`src/rtl/rf_wb_arbiter_pkg.sv`:
```
// rf_pkg: shared widths, requester ids and writeback request type
package rf_pkg;
  localparam int XLEN = 32;
  localparam int REG_AW = 5;
  localparam int NUM_REGS = 2 ** REG_AW;
  localparam logic REQ_ALU = 1'b0;
  localparam logic REQ_LSU = 1'b1;
  typedef struct packed {
    logic [REG_AW-1:0] rd;
    logic [XLEN-1:0] data;
  } wb_req_t;
endpackage

```
`src/rtl/rf_wb_arbiter_if.sv`:
```
// rf_wb_arbiter_if: requester handshakes, flush and register file write port
interface rf_wb_arbiter_if #(parameter int XLEN = 32, parameter int REG_AW = 5);
  localparam int NUM_REGS = 2 ** REG_AW;
  logic flush;
  logic alu_valid, alu_ready;
  logic [REG_AW-1:0] alu_rd;
  logic [XLEN-1:0] alu_data;
  logic lsu_valid, lsu_ready;
  logic [REG_AW-1:0] lsu_rd;
  logic [XLEN-1:0] lsu_data;
  logic RF_write;
  logic [REG_AW-1:0] Ad_C;
  logic [XLEN-1:0] C;
  logic [NUM_REGS-1:0] pend_mask;
  logic grant_id;
  modport master (
    output flush, alu_valid, alu_rd, alu_data, lsu_valid, lsu_rd, lsu_data,
    input alu_ready, lsu_ready, RF_write, Ad_C, C, pend_mask, grant_id
  );
  modport slave (
    input flush, alu_valid, alu_rd, alu_data, lsu_valid, lsu_rd, lsu_data,
    output alu_ready, lsu_ready, RF_write, Ad_C, C, pend_mask, grant_id
  );
endinterface

```
`src/rtl/rf_wb_slot.sv`:
```
// rf_wb_slot: one-entry writeback holding register, refillable in its drain cycle
module rf_wb_slot #(parameter int XLEN = 32, parameter int REG_AW = 5) (
  input  logic clk,
  input  logic rst,
  input  logic flush,
  input  logic valid,
  input  logic drain,
  input  logic [REG_AW-1:0] req_rd,
  input  logic [XLEN-1:0] req_data,
  output logic ready,
  output logic full,
  output logic [REG_AW-1:0] rd,
  output logic [XLEN-1:0] data
);
  assign ready = !full || drain;
  // flush beats capture; capture beats drain so drain-and-refill keeps the slot full
  always_ff @(posedge clk or posedge rst) begin
    if (rst) begin
      full <= 1'b0;
      rd <= '0;
      data <= '0;
    end else if (flush) begin
      full <= 1'b0;
    end else if (valid && ready) begin
      full <= 1'b1;
      rd <= req_rd;
      data <= req_data;
    end else if (drain) begin
      full <= 1'b0;
    end
  end
endmodule

```
`src/rtl/rf_wb_arbiter.sv`:
```
// rf_wb_arbiter: round-robin sharing of the register file write port between ALU and LSU
module rf_wb_arbiter
  import rf_pkg::*;
#(
  parameter int XLEN = rf_pkg::XLEN,
  parameter int REG_AW = rf_pkg::REG_AW,
  parameter logic RR_INIT = REQ_ALU
) (
  input logic clk,
  input logic rst,
  rf_wb_arbiter_if.slave bus
);
  localparam int NUM_REGS = 2 ** REG_AW;
  logic alu_full, lsu_full, gnt, win_lsu, rr;
  logic [REG_AW-1:0] alu_rd, lsu_rd, w_rd;
  logic [XLEN-1:0] alu_data, lsu_data;
  logic [NUM_REGS-1:0] mask;
  rf_wb_slot #(.XLEN(XLEN), .REG_AW(REG_AW)) u_alu (
    .clk(clk), .rst(rst), .flush(bus.flush), .valid(bus.alu_valid),
    .drain(gnt && !win_lsu), .req_rd(bus.alu_rd), .req_data(bus.alu_data),
    .ready(bus.alu_ready), .full(alu_full), .rd(alu_rd), .data(alu_data)
  );
  rf_wb_slot #(.XLEN(XLEN), .REG_AW(REG_AW)) u_lsu (
    .clk(clk), .rst(rst), .flush(bus.flush), .valid(bus.lsu_valid),
    .drain(gnt && win_lsu), .req_rd(bus.lsu_rd), .req_data(bus.lsu_data),
    .ready(bus.lsu_ready), .full(lsu_full), .rd(lsu_rd), .data(lsu_data)
  );
  assign gnt = alu_full || lsu_full;
  assign win_lsu = lsu_full && (!alu_full || rr == REQ_LSU);
  assign w_rd = win_lsu ? lsu_rd : alu_rd;
  assign bus.RF_write = gnt && (w_rd != '0);
  assign bus.Ad_C = gnt ? w_rd : '0;
  assign bus.C = gnt ? (win_lsu ? lsu_data : alu_data) : '0;
  assign bus.grant_id = gnt && win_lsu;
  assign bus.pend_mask = mask;
  // the loser of each grant gets priority next time; idle cycles keep the pointer
  always_ff @(posedge clk or posedge rst) begin
    if (rst) rr <= RR_INIT;
    else if (gnt) rr <= !win_lsu;
  end
  // destinations held in either slot, x0 never reported as pending
  always_comb begin
    mask = '0;
    if (alu_full) mask[alu_rd] = 1'b1;
    if (lsu_full) mask[lsu_rd] = 1'b1;
    mask[0] = 1'b0;
  end
endmodule

```
`src/flat_wrapper.sv`:
```
// flat-port wrapper written by rule: the top's interface ports become plain ports
module rf_wb_arbiter_flat import rf_pkg::*;
#(
  parameter int XLEN = rf_pkg::XLEN,
  parameter int REG_AW = rf_pkg::REG_AW,
  parameter logic RR_INIT = REQ_ALU
)
  (clk, rst, bus_flush, bus_alu_valid, bus_alu_rd, bus_alu_data, bus_lsu_valid, bus_lsu_rd, bus_lsu_data, bus_alu_ready, bus_lsu_ready, bus_RF_write, bus_Ad_C, bus_C, bus_pend_mask, bus_grant_id);
  rf_wb_arbiter_if #(.XLEN(XLEN), .REG_AW(REG_AW)) bus_i ();
  input logic clk;
  input logic rst;
  input wire logic [$bits(bus_i.flush)-1:0] bus_flush;
  input wire logic [$bits(bus_i.alu_valid)-1:0] bus_alu_valid;
  input wire logic [$bits(bus_i.alu_rd)-1:0] bus_alu_rd;
  input wire logic [$bits(bus_i.alu_data)-1:0] bus_alu_data;
  input wire logic [$bits(bus_i.lsu_valid)-1:0] bus_lsu_valid;
  input wire logic [$bits(bus_i.lsu_rd)-1:0] bus_lsu_rd;
  input wire logic [$bits(bus_i.lsu_data)-1:0] bus_lsu_data;
  output wire logic [$bits(bus_i.alu_ready)-1:0] bus_alu_ready;
  output wire logic [$bits(bus_i.lsu_ready)-1:0] bus_lsu_ready;
  output wire logic [$bits(bus_i.RF_write)-1:0] bus_RF_write;
  output wire logic [$bits(bus_i.Ad_C)-1:0] bus_Ad_C;
  output wire logic [$bits(bus_i.C)-1:0] bus_C;
  output wire logic [$bits(bus_i.pend_mask)-1:0] bus_pend_mask;
  output wire logic [$bits(bus_i.grant_id)-1:0] bus_grant_id;
  assign bus_i.flush = bus_flush;
  assign bus_i.alu_valid = bus_alu_valid;
  assign bus_i.alu_rd = bus_alu_rd;
  assign bus_i.alu_data = bus_alu_data;
  assign bus_i.lsu_valid = bus_lsu_valid;
  assign bus_i.lsu_rd = bus_lsu_rd;
  assign bus_i.lsu_data = bus_lsu_data;
  assign bus_alu_ready = bus_i.alu_ready;
  assign bus_lsu_ready = bus_i.lsu_ready;
  assign bus_RF_write = bus_i.RF_write;
  assign bus_Ad_C = bus_i.Ad_C;
  assign bus_C = bus_i.C;
  assign bus_pend_mask = bus_i.pend_mask;
  assign bus_grant_id = bus_i.grant_id;
  rf_wb_arbiter #(.XLEN(XLEN), .REG_AW(REG_AW), .RR_INIT(RR_INIT)) u_core (.clk(clk), .rst(rst), .bus(bus_i));
endmodule
```
`config.mk`:
```
export PLATFORM = sky130hd
export DESIGN_NAME = rf_wb_arbiter_flat
export DESIGN_NICKNAME = d
export VERILOG_FILES = /design/src/rtl/rf_wb_arbiter_pkg.sv /design/src/rtl/rf_wb_arbiter_if.sv /design/src/rtl/rf_wb_slot.sv /design/src/rtl/rf_wb_arbiter.sv /design/src/flat_wrapper.sv
export SDC_FILE = /design/constraint.sdc
export NUM_CORES = 1
export LEC_CHECK = 0
export BUFFER_PORTS_ARGS = -buffer_cell sky130_fd_sc_hd__buf_2
export CAP_MARGIN = 15
export CORE_ASPECT_RATIO = 0.75
export CORE_MARGIN = 2
export CORE_UTILIZATION = 53
export DETAILED_ROUTE_END_ITERATION = 6
export PLACE_DENSITY_LB_ADDON = 0.12
export SYNTH_ARGS = -nofsm -noshare
export SYNTH_HDL_FRONTEND = slang
export SYNTH_SLANG_ARGS = --single-unit
```
`constraint.sdc`:
```
create_clock -name clk -period 5.7 [get_ports clk]
set_input_delay 0.57 -clock clk [delete_from_list [all_inputs] [get_ports clk]]
set_output_delay 0.57 -clock clk [all_outputs]
set_load 0.01 [all_outputs]
```
==> results of run 1 <==
## power breakdown
group          total [uW]  internal [uW]  switching, uW
Sequential            697            631           66.2
Combinational         304            152            151
Clock                 509            305            204
## cells by family after synthesis
group                  Yosys count
flip-flops                      77
other                            1
AO/OA/AOI/OAI                   74
AND/OR/NAND/NOR                 99
multiplexers                    74
buffers and inverters           36
## routing by layer
layer	track usage	vias up
met3	0.05966	31
met1	0.3530	1660
met4	0.1039	0
li1	-	1581
met5	0	-
met2	0.4026	158
## per-stage QoR
stage,setup slack (ns),total power [uW],util,instance area [um^2],cells
floorplan,3.163,900.5,-,3930,361
global placement,3.136,991.2,0.6389,4641,586
detailed placement,3.306,1008,0.6410,4656,587
CTS,2.896,1519,0.6751,4903,603
global route,2.711,1583,0.6751,4903,603
finish,2.883,1509,0.6751,4903,603
## cells in the mapped netlist (4+ instances only)
| cell type | instances | area share |
|---|---|---|
| sky130_fd_sc_hd__a22o_1 | 5 | 0.011 |
| sky130_fd_sc_hd__inv_1 | 4 | 0.0038 |
| sky130_fd_sc_hd__nand3b_1 | 13 | 0.025 |
| sky130_fd_sc_hd__nand2_1 | 37 | 0.035 |
| sky130_fd_sc_hd__o21ai_0 | 33 | 0.042 |
| sky130_fd_sc_hd__dfrtp_1 | 77 | 0.49 |
| sky130_fd_sc_hd__o22ai_1 | 31 | 0.049 |
| sky130_fd_sc_hd__clkbuf_1 | 14 | 0.013 |
| sky130_fd_sc_hd__buf_2 | 5 | 0.0064 |
| sky130_fd_sc_hd__buf_6 | 10 | 0.029 |
| sky130_fd_sc_hd__nand3_1 | 37 | 0.047 |
| sky130_fd_sc_hd__mux2_2 | 74 | 0.21 |
| sky130_fd_sc_hd__nor2_1 | 4 | 0.0038 |
## sequential cells by signal (all words and copies together) (netlist names)
register and flops:
u_core.rr 1, u_core.u_alu.data 32, u_core.u_alu.full 1, u_core.u_alu.rd 5
u_core.u_lsu.data 32, u_core.u_lsu.full 1, u_core.u_lsu.rd 5
## layout make-up
type / count / area share
Sequential cell: 77 / 0.3930
Clock inverter: 5 / 0.02169
Multi-Input combinational cell: 248 / 0.3621
Timing Repair Buffer: 157 / 0.1653
Inverter: 4 / 0.003317
Tap cell: 101 / 0.02577
Clock buffer: 11 / 0.02883
## final timing paths
kind | to | depth (start not counted) | slack (ns)
hold / removal | u_core.u_alu.full | 2 | 0.43
max in group asynchronous | u_core.u_lsu.data[4] | 3 | 4.57
min in group asynchronous | u_core.u_lsu.data[30] | 3 | 0.49
setup / recovery | bus_RF_write | 5 | 2.88
setup reg to reg | u_core.u_lsu.data[23] | 5 | 3.57
hold reg to reg | u_core.u_alu.data[16] | 1 | 0.51
==> reports/summary.txt, run 1 <==
STATUS
-----------------------------------------------------------------------------------------------------------------
Result of the run .................................................................................. finished clean

CLOCKING
-----------------------------------------------------------------------------------------------------------------
Clock net sink count ...............................................................................           77
Number of clock buffers inserted by TritonCTS ......................................................            9
Clock Path Buffers .................................................................................            2
Later-pin clock latency in the skew report .........................................................      0.35 ns
Clk Tree Root Cell ................................................................................. sky130_fd_sc_hd__clkbuf_8
Clock tree from TritonCTS ..........................................................................        built
Buffers inserted by post-CTS timing repair .........................................................            0
H-tree levels ......................................................................................            3
Total of cells resized after clock tree synthesis ..................................................            0
Register clock-pin slew on the reported worst setup and hold paths .................................      0.08 ns
CTS Hold Buffers Added .............................................................................            0

ROUTE
-----------------------------------------------------------------------------------------------------------------
Routed Antenna Nets ................................................................................            0
Via total after detailed routing ...................................................................         3430
DRC violation total after the first TritonRoute iteration ..........................................          272
Routed wire length on met2 .........................................................................      4857 um
Wire length on met1 ................................................................................      4507 um
Routed length per instance .........................................................................     17.10 um
Total detailed-routing wirelength ..................................................................     10310 um
Vias per cell ......................................................................................        5.688
Final routed DRC violation total ...................................................................            0
Top layer used by detailed routing .................................................................         met4
Number of detailed-route iterations in the first pass ..............................................            4
Met3 wirelength from detailed routing ..............................................................       713 um

SYNTHESIS
-----------------------------------------------------------------------------------------------------------------
Synth Register Bits ................................................................................           77
Proportion of synthesized area in mux cells ........................................................       0.2120
Arithmetic-cell share of the synthesized area counting full adders, half adders and majority gates .            0
Net count after synthesis ..........................................................................          440
Share of flip-flops with an asynchronous set or reset after synthesis ..............................        1.000
Synthesized-area fraction occupied by ao, oa, aoi and oai cells ....................................       0.1111
Cell area after synthesis ..........................................................................    3930 um^2
Number of unique standard cell types used by synthesis .............................................           25
Most frequently used flop master after synthesis ................................................... sky130_fd_sc_hd__dfrtp_1
Count of flip-flops with a built-in enable after synthesis .........................................            0
Post-synthesis instance total ......................................................................          361
Combinational family with the most area after synthesis ............................................ multiplexers
Per-instance average area after synthesis ..........................................................   10.89 um^2
Share of synthesized cell area in and, or, nand and nor gates ......................................       0.1277
Total number of yosys warnings .....................................................................            0
Share of the synthesized netlist area taken by xor and xnor gates ..................................            0
Sequential fraction of the synthesis area ..........................................................       0.4903

POWER
-----------------------------------------------------------------------------------------------------------------
Worst vdd rail ir drop .............................................................................    0.1848 mV
Pwr Density ........................................................................................ 307.8 nW/um^2
Standby leakage power ..............................................................................  0.002300 uW

LAYOUT
-----------------------------------------------------------------------------------------------------------------
Area added between synthesis and finish ............................................................       24.77%
Top library cells by usage in the layout, fill and taps aside ...................................... sky130_fd_sc_hd__buf_2, sky130_fd_sc_hd__dfrtp_1, sky130_fd_sc_hd__mux2_2
Proportion of layout cells with a drive suffix above 1 .............................................       0.5000
Multi-input logic area .............................................................................    1775 um^2
Fill count .........................................................................................          598
# diodes ...........................................................................................            0
Net count reported at finish .......................................................................          576
Most common library cell in the layout ignoring fill and taps ...................................... sky130_fd_sc_hd__buf_2
Sequential cell area ...............................................................................    1927 um^2

FLOORPLANNING
-----------------------------------------------------------------------------------------------------------------
Die Wd .............................................................................................     103.4 um
Initial Utilization ................................................................................       0.5411
Number of rows in the core area ....................................................................           27
Core region area ...................................................................................    7263 um^2
Die ar. ............................................................................................    8127 um^2
Number of top-level pins ...........................................................................          152
Die span in y ......................................................................................     78.58 um

TIMING
-----------------------------------------------------------------------------------------------------------------
Maximum clock frequency ............................................................................    355.0 MHz
Final setup violation count ........................................................................            0
Sum Neg Setup Slack ................................................................................         0 ns
Clock Skews ........................................................................................   0.01078 ns
RSZ-0062 raised after global routing ...............................................................           no
Portion of the clock cycle consumed by the worst path in the final layout ..........................       0.4941
Hold Vio Cnt, Final ................................................................................            0
Min cycle time layout ..............................................................................     2.817 ns
Worst slew slack as a fraction of its limit ........................................................       0.3577
Worst Hold Slack ...................................................................................    0.4297 ns
Final Max Tran Viols ...............................................................................            0
Worst-margin pin slew ..............................................................................    0.9634 ns

SETUP PATH
-----------------------------------------------------------------------------------------------------------------
CP Capture Type ....................................................................................   output pin
Buffering stage count on the worst path with inverters included ....................................            2
Max incr delay on CP ...............................................................................      0.72 ns
Required time of the critical path .................................................................      5.13 ns
Crit path DAT ......................................................................................      2.25 ns
Setup crit start kind ..............................................................................     register
Maximum fanout encountered on the critical timing path .............................................           39
Top cell family by delay on the critical path ...................................................... compound AO/OA/AOI/OAI gates
Cell breakdown of the critical path ................................................................ buf_4 -> a21boi_0 -> o31ai_1 -> nand2_1 -> buf_2
Critical path launch point ......................................................................... u_core.u_alu.full
Crit Path Category .................................................................................      reg2out
Highest-delay cell along the critical path ......................................................... sky130_fd_sc_hd__a21boi_0
Origin of the critical flop-to-flop path ........................................................... u_core.u_alu.full

HOLD PATH
-----------------------------------------------------------------------------------------------------------------
Min-delay worst type ...............................................................................       in2reg
Start point of the worst min-delay path ............................................................    bus_flush

FLOW RUN
-----------------------------------------------------------------------------------------------------------------
Total of max-cap violations ........................................................................            0

PLACE
-----------------------------------------------------------------------------------------------------------------
HPWL reported at the end of detailed placement .....................................................      6780 um
Port bufs ..........................................................................................          150
Placer's final routability congestion estimate .....................................................       0.8410

GRT
-----------------------------------------------------------------------------------------------------------------
Global-route usage over all layers .................................................................       0.2599
Global-route wire length before repair .............................................................     16190 um
Total grt overflow .................................................................................            0
Vias in the first global route .....................................................................         3370
Maximum number of pins on one net before global-route repair .......................................           78
Initial antenna violation count ....................................................................            0

Note: power is estimated with default switching activity, not from simulation.
==> run 2, diff against run 1 <==
--- a/config.mk
+++ b/config.mk
@@ -5,11 +5,12 @@
 export SDC_FILE = /design/constraint.sdc
 export NUM_CORES = 1
 export LEC_CHECK = 0
+export ABC_AREA = 1
 export BUFFER_PORTS_ARGS = -buffer_cell sky130_fd_sc_hd__buf_2
 export CAP_MARGIN = 15
 export CORE_ASPECT_RATIO = 0.75
 export CORE_MARGIN = 2
-export CORE_UTILIZATION = 53
+export CORE_UTILIZATION = 44
 export DETAILED_ROUTE_END_ITERATION = 6
 export PLACE_DENSITY_LB_ADDON = 0.12
 export SYNTH_ARGS = -nofsm -noshare
==> constraint.sdc (replaced) <==
create_clock -name clk -period 2.5 [get_ports clk]
set_input_delay 0.25 -clock clk [delete_from_list [all_inputs] [get_ports clk]]
set_output_delay 0.25 -clock clk [all_outputs]
set_load 0.01 [all_outputs]
==> reports/summary.txt, run 2 <==
LAYOUT
----------------------------------------------------------------------------------------
Proportion of layout cells with a drive suffix above 1 ....................       0.2760   -0.2240
Final std cell area, no fill ..............................................    5085 um^2   +3.7%
Largest regs .............................................................. u_core.u_alu.data (32), u_core.u_lsu.data (32)
Most common library cell in the layout ignoring fill and taps ............. sky130_fd_sc_hd__buf_2
# diodes ..................................................................            0   unchanged
Area added between synthesis and finish ...................................       28.53%
Net count reported at finish ..............................................          748   +30%
Top library cells by usage in the layout, fill and taps aside ............. sky130_fd_sc_hd__buf_2, sky130_fd_sc_hd__nand2_1, sky130_fd_sc_hd__a21oi_1

STATUS
----------------------------------------------------------------------------------------
Violated checks ...........................................................  hold timing
Result of the run ......................................................... finished with violations

PLACE
----------------------------------------------------------------------------------------
Dpl cell area .............................................................    4786 um^2   +2.8%
Pre-CTS setup slack .......................................................    0.5368 ns   -2.770 ns
HPWL reported at the end of detailed placement ............................      9067 um   +34%
Placer's final routability congestion estimate ............................       0.9665   +15%
Port bufs .................................................................          150   unchanged

TIMING
----------------------------------------------------------------------------------------
Worst-margin pin slew .....................................................    0.5115 ns   -0.4519 ns
Portion of the clock cycle consumed by the worst path in the final layout .       0.9251
Min cycle time layout .....................................................     2.313 ns
Maximum clock frequency ...................................................    432.4 MHz
Final setup margin ........................................................    0.1872 ns   -2.696 ns
Worst slew slack as a fraction of its limit ...............................       0.6586   +0.3009
Worst Hold Slack ..........................................................  -0.01640 ns   -0.4460 ns
Hold Vio Cnt, Final .......................................................           22   +22
RSZ-0062 raised after global routing ......................................           no
Final setup violation count ...............................................            0   unchanged
Clock Skews ...............................................................  0.009380 ns   -0.001404 ns
Final Max Tran Viols ......................................................            0   unchanged
Sum Neg Setup Slack .......................................................         0 ns   unchanged

SYNTHESIS
----------------------------------------------------------------------------------------
Per-instance average area after synthesis .................................   7.536 um^2   -31%
Cell area after synthesis .................................................    3956 um^2   +0.67%
Post-synthesis instance total .............................................          525   +45%
Top cells by area in the synthesized netlist .............................. sky130_fd_sc_hd__dfrtp_1, sky130_fd_sc_hd__nand2_1, sky130_fd_sc_hd__a21oi_1
Cell type with the largest total area after synthesis ..................... sky130_fd_sc_hd__dfrtp_1
Sequential fraction of the synthesis area .................................       0.4870   -0.003256
Share of flip-flops with an asynchronous set or reset after synthesis .....        1.000   unchanged
Commonest cells in the netlist ............................................ sky130_fd_sc_hd__nand2_1, sky130_fd_sc_hd__a21oi_1, sky130_fd_sc_hd__dfrtp_1
Count of flip-flops with a built-in enable after synthesis ................            0   unchanged
Most numerous cell in the Yosys netlist ................................... sky130_fd_sc_hd__nand2_1
Synth Register Bits .......................................................           77   unchanged
Most frequently used flop master after synthesis .......................... sky130_fd_sc_hd__dfrtp_1
Number of unique standard cell types used by synthesis ....................           18   -28%
Total number of yosys warnings ............................................            0   unchanged
Net count after synthesis .................................................          604   +37%
Area share of the largest cell type after synthesis .......................       0.4870   -0.003256

FLOORPLANNING
----------------------------------------------------------------------------------------
Die Wd ....................................................................     113.5 um   +9.7%
Core region area ..........................................................    8600 um^2   +18%
Initial Utilization .......................................................       0.4601   -0.08102
Die span in y .............................................................     86.12 um   +9.6%
Number of rows in the core area ...........................................           29   +7.4%
Die ar. ...................................................................    9774 um^2   +20%
Number of top-level pins ..................................................          152   unchanged

GRT
----------------------------------------------------------------------------------------
Vias in the first global route ............................................         3595   +6.7%
Maximum number of pins on one net before global-route repair ..............           78   unchanged
Global-route usage over all layers ........................................       0.2463   -0.01367
Global-route wire length before repair ....................................     18530 um   +14%
Total grt overflow ........................................................            0   unchanged
Initial antenna violation count ...........................................            0   unchanged

SETUP PATH
----------------------------------------------------------------------------------------
Origin of the critical flop-to-flop path .................................. u_core.u_alu.full
CP Capture Type ...........................................................   output pin
Maximum fanout encountered on the critical timing path ....................           42   +7.7%
RR Endpoint ............................................................... u_core.u_alu.data[0]
Crit Path Category ........................................................      reg2out
Required time of the critical path ........................................      2.25 ns   -2.88 ns
Setup crit start kind .....................................................     register
Register-to-register setup slack ..........................................      0.52 ns   -3.05 ns
Number of cells on the worst reg-to-reg path ..............................            8   +3
Crit path DAT .............................................................      2.06 ns   -0.19 ns

CLOCKING
----------------------------------------------------------------------------------------
Clock Path Buffers ........................................................            2   unchanged
Later-pin clock latency in the skew report ................................      0.33 ns   -0.02 ns
Register clock-pin slew on the reported worst setup and hold paths ........      0.06 ns   -0.02 ns
Buffers inserted by post-CTS timing repair ................................            0   unchanged
Clk Tree Root Cell ........................................................ sky130_fd_sc_hd__clkbuf_16
Clock tree from TritonCTS .................................................        built
Number of clock buffers inserted by TritonCTS .............................            9   unchanged
Total of cells resized after clock tree synthesis .........................            0   unchanged
H-tree levels .............................................................            3   unchanged
Clock net sink count ......................................................           77   unchanged
CTS Hold Buffers Added ....................................................            0   unchanged

POWER
----------------------------------------------------------------------------------------
Worst vdd rail ir drop ....................................................    0.3956 mV   +110%
Pwr Density ............................................................... 723.3 nW/um^2   +140%
Standby leakage power .....................................................  0.002779 uW   +21%

ROUTE
----------------------------------------------------------------------------------------
Routed length per instance ................................................     15.08 um   -12%
Routed Antenna Nets .......................................................            0   unchanged
Number of detailed-route iterations in the first pass .....................            5   +1
Vias per cell .............................................................        5.130   -9.8%
Total detailed-routing wirelength .........................................     11790 um   +14%
DRC violation total after the first TritonRoute iteration .................          390   +43%
Via total after detailed routing ..........................................         4012   +17%
Final routed DRC violation total ..........................................            0   unchanged

HOLD PATH
----------------------------------------------------------------------------------------
Min-delay worst type ......................................................     in2async

FLOW RUN
----------------------------------------------------------------------------------------
Total of max-cap violations ...............................................            0   unchanged

run 2: report_power, final:
group | switching, uW | total [uW] | leakage, uW | internal [uW]
Sequential | 129 | 1570 | 0.000893 | 1440
Clock | 513 | 1290 | 0.000136 | 780
Combinational | 528 | 820 | 0.00175 | 292
Total | 1170 | 3680 | 0.00278 | 2510
run 2: metrics by stage:
stage | power (uW) | util | instances
final | 3678 | 0.5913 | 782
after floorplan | 2053 | - | 525
after global routing | 3879 | 0.5913 | 782
after detailed placement | 2399 | 0.5565 | 766
after global placement | 2377 | 0.5565 | 766
after CTS | 3699 | 0.5913 | 782
run 2: worst max-delay path by stage:
stage	startpoint	to	slack (ns)	depth (start not counted)
global placement	u_core.u_alu.full	u_core.u_alu.data[6]	0.67	8
global route	u_core.u_alu.full	bus_C[3]	0.04	6
detailed placement	u_core.u_alu.full	u_core.u_alu.data[0]	0.54	8
CTS	u_core.u_alu.full	bus_C[3]	0.20	6
floorplan	rst	u_core.rr	0.28	1
finish	u_core.u_alu.full	bus_C[3]	0.19	6
run 2: logic make-up after synthesis:
kind of cell / synth area share
AO/OA/AOI/OAI: 0.1799
flip-flops: 0.4870
other: 0.0009479
buffers and inverters: 0.09266
AND/OR/NAND/NOR: 0.2394
run 2: final cells by class:
| cell class | count | area, um^2 |
|---|---|---|
| clock buffers | 10 | 229.0 |
| clock inverters | 6 | 70.07 |
| fillers | 829 | 3515 |
| inverters | 51 | 192.7 |
| multi-input cells | 368 | 1665 |
| flip-flops and latches | 77 | 1927 |
| well taps | 108 | 135.1 |
| repair buffers | 162 | 865.8 |
run 2: critical path, cell delays in order (launching register included):
cell	delay [ns]
sky130_fd_sc_hd__dfrtp_1	0.49
sky130_fd_sc_hd__nand2_2	0.16
sky130_fd_sc_hd__nand2_4	0.32
sky130_fd_sc_hd__buf_4	0.26
sky130_fd_sc_hd__o21ai_0	0.15
sky130_fd_sc_hd__a21oi_1	0.20
sky130_fd_sc_hd__buf_2	0.15
run 2: layer usage:
layer / share of wire / routed length, um / GRT usage / vias up
li1: - / - / - / 2008
met1: 0.53 / 6215 / 0.4143 / 1822
met2: 0.38 / 4498 / 0.3108 / 164
met3: 0.074 / 867 / 0.04594 / 18
met4: 0.018 / 210 / 0.07428 / 0
met5: 0 / 0 / 0 / -
